===== src/rtl/cpu_pkg.sv =====
// Shared CPU datapath types: 8-bit register selects, 16-bit pair selects,
// IDU modes, writeback sources, flag layout and pair-to-byte helpers.
package cpu_pkg;

  typedef enum logic [3:0] {
    R8_MEM = 4'd0,
    R8_A   = 4'd1,
    R8_F   = 4'd2,
    R8_B   = 4'd3,
    R8_C   = 4'd4,
    R8_D   = 4'd5,
    R8_E   = 4'd6,
    R8_H   = 4'd7,
    R8_L   = 4'd8,
    R8_W   = 4'd9,
    R8_Z   = 4'd10,
    R8_SPH = 4'd11,
    R8_SPL = 4'd12,
    R8_PCH = 4'd13,
    R8_PCL = 4'd15
  } reg8_t;

  localparam logic [3:0] R8_NONE = 4'd14;

  typedef enum logic [2:0] {
    R16_WZ       = 3'd0,
    R16_BC       = 3'd1,
    R16_DE       = 3'd2,
    R16_HL       = 3'd3,
    R16_AF       = 3'd4,
    R16_SP       = 3'd5,
    R16_PC       = 3'd6,
    R16_PCH_ZERO = 3'd7
  } reg16_t;

  typedef enum logic [1:0] {
    IDU_INC = 2'd0,
    IDU_DEC = 2'd1,
    IDU_ADJ = 2'd2
  } idu_mode_t;

  typedef enum logic [1:0] {
    RR_WB_NONE = 2'd0,
    RR_WB_IDU  = 2'd1,
    RR_WB_WZ   = 2'd2
  } s_rr_wb_t;

  typedef struct packed {
    logic z;
    logic n;
    logic h;
    logic c;
  } flags_t;

  // PCH_ZERO pairs PCH with the always-zero MEM slot for the low byte.
  function automatic logic [3:0] pair_hi(input logic [2:0] sel);
    logic [3:0] r;
    case (sel)
      R16_WZ:  r = R8_W;
      R16_BC:  r = R8_B;
      R16_DE:  r = R8_D;
      R16_HL:  r = R8_H;
      R16_AF:  r = R8_A;
      R16_SP:  r = R8_SPH;
      default: r = R8_PCH;
    endcase
    return r;
  endfunction

  function automatic logic [3:0] pair_lo(input logic [2:0] sel);
    logic [3:0] r;
    case (sel)
      R16_WZ:  r = R8_Z;
      R16_BC:  r = R8_C;
      R16_DE:  r = R8_E;
      R16_HL:  r = R8_L;
      R16_AF:  r = R8_F;
      R16_SP:  r = R8_SPL;
      R16_PC:  r = R8_PCL;
      default: r = R8_MEM;
    endcase
    return r;
  endfunction

endpackage


===== src/rtl/cpu_idu.sv =====
// Incrementer/decrementer: INC, DEC and the JR high-byte adjust (ADJ).
module cpu_idu
  import cpu_pkg::*;
(
  input  logic [15:0] ab,
  input  logic [1:0]  idu,
  input  logic        adj_carry,
  input  logic        adj_sign,
  output logic [15:0] idu_out
);

  logic [7:0] adj_hi;

  // ADJ fixes up PCH after the low-byte add done by the ALU; mode 3 acts as INC.
  always_comb begin
    if (adj_carry && !adj_sign) begin
      adj_hi = ab[15:8] + 8'd1;
    end else if (!adj_carry && adj_sign) begin
      adj_hi = ab[15:8] - 8'd1;
    end else begin
      adj_hi = ab[15:8];
    end
    case (idu)
      IDU_DEC: idu_out = ab - 16'd1;
      IDU_ADJ: idu_out = {adj_hi, ab[7:0]};
      default: idu_out = ab + 16'd1;
    endcase
  end

endmodule


===== src/rtl/reg_file.sv =====
// Architectural register file with IDU; REG_FILE_DEBUG_EN adds a side-effect
// free pair read port (dbg_sel/dbg_rr).
module reg_file
  import cpu_pkg::*;
#(
  parameter logic [15:0] RESET_PC = 16'h0000,
  parameter logic [15:0] RESET_SP = 16'hFFFE
) (
  input  logic        clk,
  input  logic        rst,
  input  logic [2:0]  s_ab,
  input  logic [3:0]  s_db,
  input  logic [3:0]  t_db,
  input  logic [7:0]  db_wr,
  input  logic [1:0]  idu,
  input  logic [1:0]  s_rr_wb,
  input  logic [2:0]  t_rr_wb,
  input  logic        wr_pc,
  input  logic        adj_carry,
  input  logic        adj_sign,
  input  logic        f_we,
  input  logic [3:0]  f_in,
`ifdef REG_FILE_DEBUG_EN
  input  logic [2:0]  dbg_sel,
  output logic [15:0] dbg_rr,
`endif
  output logic [15:0] ab,
  output logic [7:0]  db_rd,
  output logic [15:0] idu_out,
  output logic [3:0]  flags
);

  logic [7:0]  rf [16];
  logic [7:0]  rf_nxt [16];
  logic        wb_en;
  logic [15:0] wb_val;

  function automatic logic [7:0] rd8(input logic [3:0] sel, input logic [7:0] v);
    return ((sel == R8_MEM) || (sel == R8_NONE)) ? 8'h00 : v;
  endfunction

  assign ab    = {rd8(pair_hi(s_ab), rf[pair_hi(s_ab)]), rd8(pair_lo(s_ab), rf[pair_lo(s_ab)])};
  assign db_rd = rd8(s_db, rf[s_db]);
  assign flags = rf[R8_F][7:4];

`ifdef REG_FILE_DEBUG_EN
  assign dbg_rr = (dbg_sel == R16_PCH_ZERO) ? 16'h0000 :
                  {rf[pair_hi(dbg_sel)], rf[pair_lo(dbg_sel)]};
`endif

  cpu_idu u_idu (
    .ab        (ab),
    .idu       (idu),
    .adj_carry (adj_carry),
    .adj_sign  (adj_sign),
    .idu_out   (idu_out)
  );

  assign wb_en  = ((s_rr_wb == RR_WB_IDU) || (s_rr_wb == RR_WB_WZ)) && (t_rr_wb != R16_PCH_ZERO);
  assign wb_val = (s_rr_wb == RR_WB_IDU) ? idu_out : {rf[R8_W], rf[R8_Z]};

  // Writes applied lowest priority first so later ones win on a shared byte.
  always_comb begin
    for (int i = 0; i < 16; i++) begin
      rf_nxt[i] = rf[i];
    end
    if (f_we) begin
      rf_nxt[R8_F] = {f_in, 4'h0};
    end else begin
      rf_nxt[R8_F] = rf[R8_F];
    end
    if (t_db != R8_MEM) begin
      rf_nxt[t_db] = db_wr;
    end else begin
      rf_nxt[R8_MEM] = 8'h00;
    end
    if (wb_en) begin
      rf_nxt[pair_hi(t_rr_wb)] = wb_val[15:8];
      // JR step 1: ADJ into WZ only lands in W so Z can take the displacement.
      if (!((idu == IDU_ADJ) && (t_rr_wb == R16_WZ))) begin
        rf_nxt[pair_lo(t_rr_wb)] = wb_val[7:0];
      end else begin
        rf_nxt[R8_W] = wb_val[15:8];
      end
    end else begin
      rf_nxt[R8_MEM] = 8'h00;
    end
    if (wr_pc) begin
      rf_nxt[R8_PCH] = idu_out[15:8];
      rf_nxt[R8_PCL] = idu_out[7:0];
    end else begin
      rf_nxt[R8_MEM] = 8'h00;
    end
    rf_nxt[R8_F][3:0] = 4'h0;
    rf_nxt[R8_MEM]    = 8'h00;
    rf_nxt[R8_NONE]   = 8'h00;
  end

  // Register state; reset clears everything except SP and PC.
  always_ff @(posedge clk or posedge rst) begin
    if (rst) begin
      for (int i = 0; i < 16; i++) begin
        rf[i] <= 8'h00;
      end
      rf[R8_SPH] <= RESET_SP[15:8];
      rf[R8_SPL] <= RESET_SP[7:0];
      rf[R8_PCH] <= RESET_PC[15:8];
      rf[R8_PCL] <= RESET_PC[7:0];
    end else begin
      for (int i = 0; i < 16; i++) begin
        rf[i] <= rf_nxt[i];
      end
    end
  end

endmodule


===== config.mk =====
export PLATFORM = sky130hd
export DESIGN_NAME = reg_file
export DESIGN_NICKNAME = d
export VERILOG_FILES = /design/src/rtl/cpu_pkg.sv /design/src/rtl/cpu_idu.sv /design/src/rtl/reg_file.sv
export SDC_FILE = /design/constraint.sdc
export NUM_CORES = 1
export LEC_CHECK = 0
export ABC_AREA = 1
export BUFFER_PORTS_ARGS = -buffer_cell sky130_fd_sc_hd__buf_2
export CAP_MARGIN = 20
export CORE_ASPECT_RATIO = 1.2
export CORE_MARGIN = 2
export CORE_UTILIZATION = 55
export DETAILED_ROUTE_END_ITERATION = 16
export GPL_ROUTABILITY_DRIVEN = 1
export PLACE_DENSITY = 0.74
export SLEW_MARGIN = 5
export SYNTH_ARGS = -nofsm -noshare
export SYNTH_HDL_FRONTEND = slang
export SYNTH_SLANG_ARGS = --single-unit

===== constraint.sdc =====
create_clock -name clk -period 4.6 [get_ports clk]
set_input_delay 0.23 -clock clk [delete_from_list [all_inputs] [get_ports clk]]
set_output_delay 0.23 -clock clk [all_outputs]
set_load 0.05 [all_outputs]

# Word level (Yosys, flattened, before mapping)

Cells that the tools add are included.
Widths: inputs -> output; s select.

$add $sub $neg: 4
Magnitude comparators: 9
Equal/unequal tests: 20
Multiplexer cells: 41
Bitwise operators: 6
Reduce and logical (&&, ||, !) cells: 19

Operator list:

| operator              | number |
|---|---|
| $bwmux 128            | 3 |
| $mux 120              | 2 |
| $mux 8                | 19 |
| $bmux 8 s4            | 3 |
| $demux 8 s4           | 3 |
| $mux 64               | 1 |
| $pmux 4 s7            | 2 |
| $mux 48               | 1 |
| $pmux 4 s6            | 2 |
| $pmux 16 s2           | 1 |
| $ge 5x5->1 const B    | 6 |
| $not 4->5             | 6 |
| $eq 3x3->1 const B    | 6 |
| $add 16x1->16 const B | 1 |
| $mux 16               | 1 |
| $sub 16x1->16 const B | 1 |
| $lt 5x1->1 const B    | 3 |
| $eq 3x2->1 const B    | 4 |
| $eq 4x4->1 const B    | 3 |
| $logic_not 4->1       | 3 |
| $mux 4                | 3 |
| $add 8x1->8 const B   | 1 |
| $sub 8x1->8 const B   | 1 |
| $logic_and 1x1->1     | 7 |
| 8 further kinds       | 16 |

Register bits after elaboration: 108
Bits of input ports: 36
Logic and storage cells: 113

# Logic depth before layout (Yosys ltp)

Gate-level depths: netlist (run 1).

Depth after elaboration: 17
Gate-level depth with buffers: 25
Depth with buffers taken out: 23

# Hierarchy

Synthesis (run 1) repeated with hierarchy kept, for this count alone.

Cell total of the unflattened synthesis: 1650
Area, all modules: 9490.4 um2

Modules (own cells, without submodules):

| module   | instances | cells an instance | area an instance (um2) | sequential area each (um2) |
|---|---|---|---|---|
| reg_file | 1         | 1373              | 8167.8                 | 2721.4 |
| cpu_idu  | 1         | 277               | 1322.5                 | 0.0 |

# Least setup slack after synthesis (run 1)

OpenSTA, ideal clock, no wires.

Path type: input port to flip-flop
Start: input s_ab[2]
End: register rf[6] in the netlist's numbering
Library setup time: 0.071 ns
Arrival time: 4.692 ns
Slack: -0.163 ns
Stages on the path: 21
Path through: buf_2 -> inv_1 -> buf_2 -> nor2_1 -> nor2_1 -> o21ai_0 -> nand2_1 -> a21oi_1 -> nor2_1 -> inv_1 -> fa_1 -> inv_1 -> nand3_1 -> nand3_1 -> a21oi_1 -> xor2_1 -> o21ai_0 -> o21ai_1 -> nand2_1 -> o211ai_1 -> nand2_1

RTL lines:

| what                           | line            | RTL |
|---|---|---|
| start: declaration             | reg_file.sv:11  | `input logic [2:0] s_ab,` |
| end signal: indexed assignment | reg_file.sv:105 | `rf[R8_SPH] <= RESET_SP[15:8];` |
| end signal: indexed assignment | reg_file.sv:106 | `rf[R8_SPL] <= RESET_SP[7:0];` |
| end signal: indexed assignment | reg_file.sv:107 | `rf[R8_PCH] <= RESET_PC[15:8];` |
| end: declaration               | reg_file.sv:33  | `logic [7:0] rf [16];` |

# Worst setup path in the final report (run 1)

Start: input s_ab[1]
End: output idu_out[14]

Word-level cells in the longest chain between the ends: 11
Elaborated cells on any way between the ends: 32
Those cells by class: add/sub (4); eq/ne (8); mux (13); bitwise (2); reduce/logical (5)

Ends and longest elaborated chain:

| what                                       | line                         | RTL |
|---|---|---|
| $eq 3x3->1 (tied with other cells)         | cpu_pkg.sv:58, cpu_pkg.sv:72 |  |
| $pmux 4 s6                                 | cpu_pkg.sv:58                | `case (sel)` |
| $not 4->5 (implied by the code)            | reg_file.sv:42               | `assign ab = {rd8(pair_hi(s_ab), rf[pair_hi(s_ab)]), rd8(pair_lo(s_ab), rf[pair_lo(s_ab)])};` |
| $bmux 8 s4                                 | reg_file.sv:42               |  |
| $mux 8 (implied by the code) (2 in series) | reg_file.sv:42               |  |
| $mux 8                                     | reg_file.sv:39               | `return ((sel == R8_MEM) \|\| (sel == R8_NONE)) ? 8'h00 : v;` |
| $sub 8x1->8                                | cpu_idu.sv:19                | `adj_hi = ab[15:8] - 8'd1;` |
| $mux 8                                     | cpu_idu.sv:18                | `end else if (!adj_carry && adj_sign) begin` |
| $mux 8                                     | cpu_idu.sv:16                | `if (adj_carry && !adj_sign) begin` |
| $pmux 16 s2 *                              | cpu_idu.sv:23                | `case (idu)` |
| end: declaration                           | reg_file.sv:29               | `output logic [15:0] idu_out,` |

Every way passes the cells marked *; elsewhere a longest branch is shown, timed or not. The select of a mux whose other input is x is not followed.

==> results.py, run 1 <==
metrics = {
    "floorplanning": {
        "core_area_um2": 16300,
        "dieHeight_um": 146,
        "dieArea_um2": 17800,
        "num_rows": 51,
        "initial_utilization_pct": 56.5,
        "die_x_um": 122,
        "ioPinCount": 80,
    },
    "synthesis": {
        "synth_flop_cell": "dfrtp_1",
        "synth_edf_count": 0,
        "synthCells": 1427,
        "yosysWarnings": 0,
        "ys_ff_latch": 108,
        "avgSynthCellArea_um2": 6.46,
        "ys_types": 53,
        "synthArstFlopShare_pct": 100,
        "yosysSeqAreaShare_pct": 29.5,
        "synth_area_um2": 9220,
        "synth_nets": 1481,
    },
    "cts": {
        "cts_resized": 0,
        "cts_setup_buffers": 0,
        "clock_path_buffers": 2,
        "cts_buffers": 9,
        "clockRootBuffer": "clkbuf_16",
        "clk_pin_slew_worst_paths_ps": 80,
        "hold_buffers": 0,
        "clk_latency_ps": 380,
        "clock-sinks": 108,
        "h-tree-depth": 3,
        "cts_tree": "built",
    },
    "final_layout": {
        "final_cell_mix": "nand2_1, o21ai_0, inv_1",
        "drive_above_1_share_pct": 12.6,
        "fill_cells": 1661,
        "nets": 1507,
        "n_antenna_cell": 0,
        "area_growth_pct": 7.39,
        "final_common_cell": "nand2_1",
    },
    "job": {
        "max_cap_violations": 0,
    },
    "sta": {
        "hold_violations": 0,
        "rsz0062_at_grt": "false",
        "fin_crit_sh_pct": 87.6,
        "fin_setup_tns_ps": 0,
        "worstMarginPinSlew_ps": 895,
        "timing.hold.ws_ps": 20.0,
        "finalSetupViolations": 0,
        "timing.fmax_mhz": 248,
        "finClkSkew_ps": 11.7,
        "final_max_slew_viol_count": 0,
        "setup_slack_ps": 568,
        "slew_headroom_pct": 40.2,
        "finalCriticalPeriod_ps": 4030,
    },
    "setup_path": {
        "arrival_ps": 3800,
        "cp.required_ps": 4370,
        "end_kind": "output port",
        "reg2reg_slack_ps": 950,
        "crit_fanout": 32,
        "r2r_start": "rf[65]",
        "reg2reg_depth": 21,
        "critPathCapture": "idu_out[14]",
        "crit_type": "primary input to output port",
        "crit_path_start": "s_ab[1]",
        "startpoint_type": "primary input",
        "r2r_end": "rf[18]",
    },
    "placement": {
        "place_congestion": 1.08,
        "dp_hpwl_um": 28900,
        "io_buffers": 79,
        "preCtsSetupSlack_ps": 646,
    },
    "detailed_routing": {
        "route.detailed.wl_per_inst_um": 22.9,
        "drt_iter0_drc": 1052,
        "wl_met3_um": 4290,
        "dr.pass1.iters": 6,
        "vias": 10494,
        "highest_layer": "met4",
        "route.final.wire_length_um": 38200,
        "wl_met2_um": 16900,
        "ant_nets": 0,
        "drt-met1-wl_um": 14400,
        "drc": 0,
        "viasPerCell": 6.28,
    },
    "global_routing": {
        "grt_pass1_wl_um": 56800,
        "grt_usage_pct": 42.8,
        "antenna_found_initial": 0,
        "first_global_vias": 9517,
        "grt_max_degree": 68,
        "grt_overflow_total": 0,
    },
    "pwr": {
        "leakage_nw": 4.86,
        "power.density_nw_per_um2": 447,
        "max-vdd-ir-drop_uv": 208,
    },
    "min_path": {
        "hold_class": "primary input to async pin",
    },
    "status": {
        "outcome": "complete, no violations",
    },
}
## area by class of cell
type	instances	area, um2	share of cell area, %
Inverter	175	662	6.68
Clock inverter	6	67.6	0.682
Tap cell	212	265	2.68
Clock buffer	10	229	2.31
Multi-Input combinational cell	1068	5480	55.3
Timing Repair Buffer	91	485	4.90
Sequential cell	108	2720	27.5
## metrics by stage
stage | total power [mW] | std cells | util [%] | instance area, um2
5_1_grt | 4.64 | 1670 | 60.6 | 9910
3_5_place_dp | 3.55 | 1654 | 58.8 | 9610
6_report | 4.43 | 1670 | 60.6 | 9910
4_1_cts | 4.36 | 1670 | 60.6 | 9910
2_1_floorplan | 2.89 | 1427 | - | 9220
3_3_place_gp | 3.53 | 1654 | 58.8 | 9610
## cells by family after synthesis
logic type	after synthesis	synth area share, %
AO/OA/AOI/OAI	477	28.4
XOR/XNOR	13	1.64
adder cells (fa/ha/maj)	18	2.52
buffers and inverters	251	11.2
flip-flops	108	29.5
multiplexers	1	0.149
AND/OR/NAND/NOR	559	26.6
## sequential cells by signal, indices dropped and copies added (netlist names)
register	cells
flags	4
rf	104
## worst max-delay path: stages
cell	delay, ps
buf_2	250
buf_4	400
nand2_1	170
nand2_4	290
inv_1	210
o21ai_2	180
nand3_1	100
nand2_1	220
ha_1	230
inv_1	90
nor3_1	290
nand3_1	110
o21ai_0	390
a21oi_1	110
o21ai_0	150
nand2_1	130
buf_2	230
## synthesized netlist by cell type (5+ instances only)
library cell	count	area, um2
o2111ai_1	11	96.3
xnor2_1	5	43.8
o21ai_2	6	52.6
a21oi_1	138	691
nand2_4	7	78.8
clkinv_1	7	26.3
nand2_2	14	87.6
buf_2	9	45.0
nor3_1	6	30.0
xor2_1	6	52.6
nand3_1	95	475
buf_4	7	52.6
o22ai_1	14	87.6
dfstp_2	15	394
nand2_1	330	1240
clkbuf_1	52	195
ha_1	17	213
nand3_2	12	120
o211ai_1	20	150
o21ai_1	21	105
dfrtp_1	93	2330
nor2_1	78	293
or2_2	6	37.5
o21ai_0	243	1220
inv_1	164	616
## report_power, final
group / internal [mW] / total [mW] / leakage [nW] / switching (mW)
sequential: 1.23 / 1.53 / 1.27 / 0.303
combinational: 0.579 / 2.09 / 3.44 / 1.51
clock: 0.385 / 0.809 / 0.144 / 0.424
## worst min path at each step
stage                     depth (start not counted)  slack (ps)  start  endpoint
final                                             2          20    rst    rf[75]
after global routing                              2          90    rst    rf[75]
after CTS                                         2          50    rst    rf[75]
after detailed placement                          2         450    rst    rf[75]
after global placement                            2         460    rst    rf[75]
after floorplan                                   2         350  wr_pc    rf[18]
## routing by layer
metal	vias up	GRT usage (%)
li1	4816	-
met1	4826	56.4
met2	701	65.5
met3	151	8.27
met4	0	23.4
met5	-	0
No activity file was read; power rests on OpenSTA's default activity.
==> run 2, diff against run 1 <==
- BUFFER_PORTS_ARGS: -buffer_cell sky130_fd_sc_hd__buf_2 -> -buffer_cell sky130_fd_sc_hd__buf_4
- PLACE_DENSITY: 0.74 -> 0.81
==> results.py, run 2 (synthesis gave the netlist of run 1 again) <==
metrics = {
    "min_path": {
        "hold_class": "primary input to async pin",
    },
    "pwr": {
        "comb_power_share_pct": 47.3,
        "max-vdd-ir-drop_uv": 232,
        "power.density_nw_per_um2": 456,
        "seq_power_share_pct": 34.4,
        "leakage_nw": 4.92,
        "swShare_pct": 50.6,
        "clockPowerShare_pct": 18.3,
        "power.total_mw": 4.61,
        "p_int_mw": 2.28,
        "p_switching_mw": 2.33,
    },
    "cts": {
        "hold_buffers": 0,
        "clock-sinks": 108,
        "cts_setup_buffers": 0,
        "clockRootBuffer": "clkbuf_16",
        "clk_latency_ps": 380,
        "clock_path_buffers": 2,
        "h-tree-depth": 3,
        "cts_tree": "built",
        "cts_resized": 0,
        "clk_pin_slew_worst_paths_ps": 80,
        "cts_buffers": 9,
    },
    "global_routing": {
        "grt_max_degree": 68,
        "grt_overflow_total": 0,
        "grt_pass1_wl_um": 60100,
        "antenna_found_initial": 0,
        "first_global_vias": 9958,
        "grt_usage_pct": 45.4,
    },
    "placement": {
        "io_buffers": 79,
        "dp_hpwl_um": 30100,
        "place_congestion": 1.04,
    },
    "setup_path": {
        "slowest_delay_ps": 440,
        "startpoint_type": "primary input",
        "crit_chain": "buf_4 -> buf_4 -> nand2_1 -> nand2_4 -> o21ai_0 -> nand2_1 -> nand2_1 -> nand2_2 -> ha_1 -> nand2_1 -> nor2_1 -> nand3_1 -> o21ai_2 -> nand2_1 -> nand3_1 -> nand3_1 -> nand2_4 -> buf_4",
        "r2r_start": "rf[65]",
        "reg2reg_depth": 21,
        "crit_type": "primary input to output port",
        "cp_common_cell": "nand2_1",
        "r2r_end": "rf[114]",
        "arrival_ps": 3880,
        "cp.required_ps": 4370,
        "cp_slowest_cell": "nand2_1",
        "crit_fanout": 27,
        "end_kind": "output port",
        "reg2reg_slack_ps": 930,
    },
    "sta": {
        "finalCriticalPeriod_ps": 4110,
        "fin_setup_tns_ps": 0,
        "hold_violations": 0,
        "finalSetupViolations": 0,
        "timing.fmax_mhz": 243,
        "slew_headroom_pct": 27.0,
        "finClkSkew_ps": 11.6,
        "rsz0062_at_grt": "false",
        "final_max_slew_viol_count": 0,
        "worstMarginPinSlew_ps": 1080,
        "fin_crit_sh_pct": 89.4,
    },
    "detailed_routing": {
        "vias": 10774,
        "route.final.wire_length_um": 40200,
        "drt_iter0_drc": 1330,
        "drc": 0,
        "viasPerCell": 6.45,
        "dr.pass1.iters": 6,
        "route.detailed.wl_per_inst_um": 24.1,
        "ant_nets": 0,
    },
    "status": {
        "outcome": "complete, no violations",
    },
    "final_layout": {
        "multiInputGateArea_um2": 5480,
        "final_common_cell": "nand2_1",
        "area_growth_pct": 9.56,
        "nets": 1506,
        "drive_above_1_share_pct": 12.6,
        "final_cell_mix": "nand2_1, o21ai_0, inv_1",
        "seq_area_um2": 2720,
        "fill_cells": 1581,
        "largest_register_ffs": 104,
        "regMostFlops": "rf",
    },
    "floorplanning": {
        "die_x_um": 122,
        "dieHeight_um": 146,
        "ioPinCount": 80,
        "initial_utilization_pct": 56.5,
        "core_area_um2": 16300,
        "num_rows": 51,
        "dieArea_um2": 17800,
    },
    "job": {
        "max_cap_violations": 0,
    },
}
[run 2: changes by cell type in the layout (fill, tap and decap cells not counted), sizes merged]
cell and delta:
buf -1, inv +1, diode +1, clkinv -1
[run 2: worst max-delay path: cells and delay by family]
family,cells,cell delay (ps)
AOI/OAI and AO/OA,2,620
adders and majority gates,1,400
buffers and inverters,3,520
and+or+nand+nor,12,2100
[run 2: area by class of cell]
cell class,count,share of cell area (%)
antenna,1,0.0248
clock inverter,6,0.644
tap,212,2.62
multi-input combinational,1068,54.2
inverter,175,6.55
timing repair buffer,90,6.69
clock buffer,10,2.36
sequential,108,26.9
[run 2: per-layer routing]
metal,vias up,wire length [um],GRT usage (%)
li1,4815,-,-
met1,4988,15100,59.5
met2,801,17200,67.5
met3,170,4650,9.44
met4,0,3250,29.5
met5,-,0,0
[run 2: per-stage QoR]
| step | hold slack [ps] | util (%) | setup WS [ps] | cells | area [um2] |
|---|---|---|---|---|---|
| finish | 48.7 | 61.9 | 487 | 1670 | 10100 |
| global route | 117 | 61.8 | 329 | 1669 | 10100 |
| CTS | 78.5 | 61.8 | 652 | 1668 | 10100 |
| detailed placement | 476 | 59.9 | 587 | 1652 | 9790 |
| global placement | 467 | 59.9 | 597 | 1652 | 9790 |
| floorplan | 351 | - | 211 | 1427 | 9220 |
[run 2: how the worst max path moves through the flow]
stage | startpoint | endpoint | slack, ps | cells past startpoint
global route | s_ab[0] | idu_out[10] | 330 | 21
finish | s_ab[2] | idu_out[13] | 490 | 18
CTS | s_ab[2] | idu_out[14] | 650 | 17
detailed placement | s_ab[2] | rf[22] | 590 | 20
floorplan | s_ab[2] | rf[16] | 210 | 22
global placement | s_ab[2] | rf[21] | 600 | 22
[run 2: power by group through the flow]
stage / clock [mW] / sequential (mW) / combinational (mW)
floorplan: 0 / 1.37 / 1.52
global placement: 0 / 1.56 / 2.08
detailed placement: 0 / 1.56 / 2.11
CTS: 0.837 / 1.54 / 2.11
global route: 0.868 / 1.58 / 2.35
finish: 0.843 / 1.59 / 2.18
